==> src/rtl/step_pulse_gen.sv <==
// step_pulse_gen: debounced push-button to one-cycle step pulses, with
// hold-to-repeat while the button stays down and auto-scroll while it is up.
//
// state       | meaning
// ------------+--------------------------------------------------------
// S_IDLE      | button released; auto-scroll timer may run
// S_WAIT_HOLD | button held; hold timer running (saturates if no repeat)
// S_REPEAT    | button held past hold time; repeat timer emits steps
module step_pulse_gen #(
    parameter int DEB_CYCLES    = 50000,
    parameter int HOLD_CYCLES   = 25000000,
    parameter int REPEAT_CYCLES = 5000000,
    parameter int AUTO_CYCLES   = 25000000,
    parameter int CNT_W         = 25
) (
    input  logic clk,
    input  logic rst_n,
    input  logic btn_raw,
    input  logic rpt_en,
    input  logic auto_en,
    output logic step,
    output logic btn_db,
    output logic repeating
);

    localparam logic [CNT_W-1:0] DEB_TC  = CNT_W'(DEB_CYCLES - 1);
    localparam logic [CNT_W-1:0] HOLD_TC = CNT_W'(HOLD_CYCLES - 1);
    localparam logic [CNT_W-1:0] REP_TC  = CNT_W'(REPEAT_CYCLES - 1);
    localparam logic [CNT_W-1:0] AUTO_TC = CNT_W'(AUTO_CYCLES - 1);
    localparam logic [CNT_W-1:0] ONE     = CNT_W'(1);

    typedef enum logic [1:0] {
        S_IDLE      = 2'd0,
        S_WAIT_HOLD = 2'd1,
        S_REPEAT    = 2'd2
    } state_t;

    logic             r_sync1;
    logic             r_sync2;
    logic [CNT_W-1:0] r_deb_cnt;
    logic             r_btn_db;
    state_t           r_state;
    logic [CNT_W-1:0] r_hold_cnt;
    logic [CNT_W-1:0] r_rpt_cnt;
    logic [CNT_W-1:0] r_auto_cnt;
    logic             r_step;

    state_t           w_state_nxt;
    logic [CNT_W-1:0] w_hold_nxt;
    logic [CNT_W-1:0] w_rpt_nxt;
    logic [CNT_W-1:0] w_auto_nxt;
    logic             w_step_nxt;
    logic             w_db_rise;

    // Bring the asynchronous button into the clk domain.
    always_ff @(posedge clk or negedge rst_n) begin
        if (!rst_n) begin
            r_sync1 <= 1'b0;
            r_sync2 <= 1'b0;
        end else begin
            r_sync1 <= btn_raw;
            r_sync2 <= r_sync1;
        end
    end

    // Debounce: the level only flips after DEB_CYCLES consecutive differing samples.
    always_ff @(posedge clk or negedge rst_n) begin
        if (!rst_n) begin
            r_deb_cnt <= '0;
            r_btn_db  <= 1'b0;
        end else if (r_sync2 != r_btn_db) begin
            if (r_deb_cnt == DEB_TC) begin
                r_btn_db  <= ~r_btn_db;
                r_deb_cnt <= '0;
            end else begin
                r_deb_cnt <= r_deb_cnt + ONE;
            end
        end else begin
            r_deb_cnt <= '0;
        end
    end

    // A press becomes visible to the FSM on the next edge; used to merge an
    // auto tick landing just before it into the press step.
    assign w_db_rise = (r_sync2 != r_btn_db) && (r_deb_cnt == DEB_TC) && !r_btn_db;

    // State, timers and the registered step pulse.
    always_ff @(posedge clk or negedge rst_n) begin
        if (!rst_n) begin
            r_state    <= S_IDLE;
            r_hold_cnt <= '0;
            r_rpt_cnt  <= '0;
            r_auto_cnt <= '0;
            r_step     <= 1'b0;
        end else begin
            r_state    <= w_state_nxt;
            r_hold_cnt <= w_hold_nxt;
            r_rpt_cnt  <= w_rpt_nxt;
            r_auto_cnt <= w_auto_nxt;
            r_step     <= w_step_nxt & ~r_step;
        end
    end

    // Next-state, timer and step decisions.
    always_comb begin
        w_state_nxt = r_state;
        w_hold_nxt  = r_hold_cnt;
        w_rpt_nxt   = r_rpt_cnt;
        w_auto_nxt  = '0;
        w_step_nxt  = 1'b0;
        case (r_state)
            S_IDLE: begin
                w_hold_nxt = '0;
                w_rpt_nxt  = '0;
                if (r_btn_db) begin
                    // Press step; any coincident auto tick is absorbed here.
                    w_state_nxt = S_WAIT_HOLD;
                    w_step_nxt  = 1'b1;
                end else if (auto_en) begin
                    if (r_auto_cnt == AUTO_TC) begin
                        w_step_nxt = !w_db_rise;
                    end else begin
                        w_auto_nxt = r_auto_cnt + ONE;
                    end
                end
            end
            S_WAIT_HOLD: begin
                if (!r_btn_db) begin
                    w_state_nxt = S_IDLE;
                end else if (r_hold_cnt == HOLD_TC) begin
                    if (rpt_en) begin
                        w_state_nxt = S_REPEAT;
                        w_rpt_nxt   = '0;
                        w_step_nxt  = 1'b1;
                    end
                end else begin
                    w_hold_nxt = r_hold_cnt + ONE;
                end
            end
            S_REPEAT: begin
                if (!r_btn_db) begin
                    w_state_nxt = S_IDLE;
                end else if (!rpt_en) begin
                    w_state_nxt = S_WAIT_HOLD;
                    w_hold_nxt  = HOLD_TC;
                end else if (r_rpt_cnt == REP_TC) begin
                    w_rpt_nxt  = '0;
                    w_step_nxt = 1'b1;
                end else begin
                    w_rpt_nxt = r_rpt_cnt + ONE;
                end
            end
            default: begin
                w_state_nxt = S_IDLE;
            end
        endcase
    end

    assign step      = r_step;
    assign btn_db    = r_btn_db;
    assign repeating = (r_state == S_REPEAT);

endmodule

==> config.mk <==
export PLATFORM = sky130hd
export DESIGN_NAME = step_pulse_gen
export DESIGN_NICKNAME = d
export VERILOG_FILES = /design/src/rtl/step_pulse_gen.sv
export SDC_FILE = /design/constraint.sdc
export NUM_CORES = 1
export LEC_CHECK = 0
export ABC_AREA = 1
export BUFFER_PORTS_ARGS = -buffer_cell sky130_fd_sc_hd__buf_4
export CAP_MARGIN = 30
export CORE_MARGIN = 5
export CORE_UTILIZATION = 65
export CTS_BUF_LIST = sky130_fd_sc_hd__clkbuf_16
export CTS_CLUSTER_SIZE = 25
export DETAILED_ROUTE_END_ITERATION = 16
export GPL_TIMING_DRIVEN = 0
export MAX_ROUTING_LAYER = met4
export PLACE_DENSITY = 0.82
export SYNTH_ARGS = -nofsm -noshare
export SYNTH_HDL_FRONTEND = slang
export SYNTH_SLANG_ARGS = --single-unit
==> constraint.sdc <==
create_clock -name clk -period 5.5 [get_ports clk]
set_input_delay 0 -clock clk [delete_from_list [all_inputs] [get_ports clk]]
set_output_delay 0 -clock clk [all_outputs]
set_load 0.02 [all_outputs]
==> flow_metrics.py <==
metrics = {
    "global_route": {
        "first_global_vias": 5752,
        "grt_first_pass_wirelength_um": 27070,
        "grt_antenna_before_repair": 0,
        "grt_util_met1_pct": 36.61,
        "grt_use_met3_pct": 5.022,
        "grt_usage_pct": 26.97,
        "grt_max_degree": 58,
        "busiest_layer": "met2",
        "grtUsageMet2_pct": 41.99,
        "overflow": 0,
    },
    "clock_tree": {
        "cts_tree": "done",
        "cts_sinks": 106,
        "htreeDepth": 3,
        "cts-root-buf": "clkbuf_16",
        "cts-buffers-inserted": 9,
        "clock_path_buffers": 2,
        "insertion_delay_ns": 0.35,
        "cts_setup_buffers": 0,
        "clkSlewWorstSetupHoldPaths_ns": 0.07,
    },
    "min_path": {
        "hp-class": "input port to register",
    },
    "setup_path": {
        "startpoint_type": "register",
        "rr_startpoint": "r_state[1]",
        "rrSetupSlack_ns": 3.18,
        "crit_start": "r_state[1]",
        "worstSetupPathType": "register to register",
        "crit_path_end_kind": "register",
        "r2r_cells": 11,
        "required_ns": 5.79,
        "arrival_ns": 2.61,
        "worstSetupEndpoint": "r_hold_cnt[18]",
        "rr_endpoint": "r_hold_cnt[18]",
        "crit_path_max_fanout": 10,
    },
    "job": {
        "max_cap_violations": 0,
    },
    "logic_synthesis": {
        "synth_nets": 982,
        "synthDistinctLibCells": 40,
        "synth-async-reset-ratio_pct": 100.0,
        "synth_cells": 969,
        "synth_edf_count": 0,
        "ys_warn_count": 0,
        "syn_area_sq_um": 6611,
        "ys_seq_area_share_pct": 40.12,
        "synthFlopType": "dfrtp_1",
        "synth_seq_cells": 106,
        "syn_area_per_cell_sq_um": 6.823,
    },
    "placement": {
        "gp_congestion": 0.9732,
        "postPlaceCellArea_sq_um": 6858,
        "detailed_place_hpwl_um": 11110,
        "portBuffers": 7,
    },
    "sta": {
        "skew_ns": 0.007847,
        "setup_viol": 0,
        "hold_viol": 0,
        "slew_headroom_pct": 55.48,
        "period_needed_ns": 2.323,
        "setup_tns_ns": 0,
        "rsz0062_at_grt": "no",
        "slew_viol_final": 0,
        "tightest_slew_ns": 0.6678,
        "post-route-period-util_pct": 42.23,
        "fmax_mhz": 430.6,
    },
    "power": {
        "p_clk_share_pct": 43.7,
        "internal-power_w": 0.001144,
        "cellPowerDensity_nw_per_um2": 204.7,
        "seqPwrFrac_pct": 53.7,
        "p_sw_w": 0.0003228,
        "swShare_pct": 22.02,
        "p_comb_share_pct": 2.6,
        "p_leak_nw": 3.200,
        "irDropWorstVdd_uv": 237.1,
    },
    "final_layout": {
        "antennaDiodeCount": 0,
        "syn2layout_area_growth_pct": 8.365,
        "drive_above_1_share_pct": 5.528,
        "mostFrequentLayoutCells": "nand2_1, nor2_1, inv_1",
        "final_nets": 1003,
        "finalInstanceArea_sq_um": 7164,
        "final_common_cell": "nand2_1",
    },
    "status": {
        "outcome": "finished clean",
    },
    "routing": {
        "wire_per_inst_um": 13.76,
        "drtIter0Drc": 515,
        "first_pass_iters": 6,
        "vias": 6258,
        "via_per_inst": 5.548,
        "ant_nets": 0,
        "finalWirelength_um": 15530,
        "post-route-drc-count": 0,
    },
    "die": {
        "io_pins": 8,
        "start_util_pct": 67.02,
        "die_y_um": 110.9,
        "core_area_sq_um": 9864,
        "die_area_sq_um": 12290,
        "die-width_um": 110.9,
        "num_rows": 36,
    },
}
==> power groups by stage <==
stage / Sequential [W] / Clock [W] / Combinational (W)
detailed placement: 0.000802 / 0 / 0.0000388
global placement: 0.000802 / 0 / 0.0000354
CTS: 0.000787 / 0.000654 / 0.0000401
global route: 0.000787 / 0.000686 / 0.0000462
finish: 0.000787 / 0.000641 / 0.0000388
floorplan: 0.000801 / 0 / 0.0000143
==> cells in the mapped netlist (2+ instances only) <==
| library cell | count | area share [%] |
|---|---|---|
| nand3_1 | 68 | 5.1 |
| o21ai_1 | 19 | 1.4 |
| nor3_2 | 2 | 0.30 |
| nor2_1 | 162 | 9.2 |
| buf_4 | 2 | 0.23 |
| inv_2 | 4 | 0.23 |
| nand2_1 | 262 | 15 |
| a31oi_1 | 4 | 0.38 |
| dfrtp_1 | 106 | 40 |
| nand2_2 | 5 | 0.47 |
| clkbuf_1 | 12 | 0.68 |
| or2_2 | 3 | 0.28 |
| a21oi_1 | 28 | 2.1 |
| o21bai_1 | 2 | 0.23 |
| nor2_2 | 3 | 0.28 |
| buf_6 | 2 | 0.34 |
| inv_1 | 107 | 6.1 |
| o21ai_0 | 43 | 3.3 |
| nor2_4 | 2 | 0.34 |
| xnor2_1 | 4 | 0.53 |
| nor4_1 | 6 | 0.57 |
| ha_1 | 8 | 1.5 |
| nor3b_1 | 2 | 0.23 |
| xor2_1 | 20 | 2.6 |
| buf_2 | 5 | 0.38 |
| nor3_1 | 39 | 3.0 |
| nand4_1 | 36 | 3.4 |
==> critical path, cell delays in order, from the launching register on <==
cell	delay (ns)
dfrtp_1	0.38
inv_1	0.08
ha_1	0.26
inv_1	0.10
clkbuf_1	0.41
o21ai_0	0.16
nand2_1	0.12
nand2_2	0.07
nor2_2	0.26
buf_2	0.29
nand2_1	0.08
nand2_1	0.06
==> worst min-delay path by stage <==
stage                  from             to  slack (ns)  cells after the start
CTS                 auto_en           step       0.004                      5
global placement    btn_raw        r_sync1        0.11                      1
global route        auto_en           step        0.08                      5
floorplan             rst_n         btn_db       -0.30                      0
detailed placement    rst_n  r_deb_cnt[10]        0.07                      1
finish              auto_en           step       0.006                      5
==> state kept, by name, indices dropped and copies added (netlist names) <==
signal / count
r_sync1: 1
r_rpt_cnt: 25
r_sync2: 1
btn_db: 1
r_deb_cnt: 25
r_auto_cnt: 25
step: 1
r_state: 2
r_hold_cnt: 25
==> cell families after synthesis <==
logic type	after synthesis	synth area share, %
simple gates	593	38.44
buf+inv	135	8.270
flops	106	40.12
compound gates	103	8.478
xor+xnor	24	3.179
fa+ha+maj	8	1.514
==> metal layers <==
layer / part of all wire, % / wire (um)
met1: 47 / 7223
met2: 47 / 7229
met3: 5.1 / 792
met4: 1.8 / 279
met5: 0 / 0
==> final cells by class <==
cell class / count / area [sq um]
multi-input combinational: 728 / 3412
buffer: 23 / 126.4
tap: 133 / 166.4
clock buffer: 9 / 225.2
fill: 799 / 2700
sequential: 106 / 2653
clock inverter: 7 / 61.31
timing repair buffer: 10 / 100.1
inverter: 112 / 420.4
==> through the flow <==
| stage | setup slack (ns) | instances | hold WS [ns] | power, W | utilization [%] |
|---|---|---|---|---|---|
| 5_1_grt | 2.975 | 1128 | 0.08076 | 0.001519 | 72.63 |
| 3_5_place_dp | 3.200 | 1110 | 0.07465 | 0.0008410 | 69.52 |
| 3_3_place_gp | 3.246 | 1109 | 0.1096 | 0.0008372 | 69.24 |
| 2_1_floorplan | 3.682 | 969 | -0.2956 | 0.0008154 | - |
| 4_1_cts | 3.181 | 1128 | 0.003690 | 0.001481 | 72.63 |
| 6_report | 3.177 | 1128 | 0.006350 | 0.001466 | 72.63 |
==> what timing repair did <==
item                                    CTS  global route
hold endpoints to repair                 50             0
gates resized for setup                   0             0
endpoints found under the setup margin    0             0
hold buffers                              2             0
Note: power is estimated with default switching activity, not from simulation.
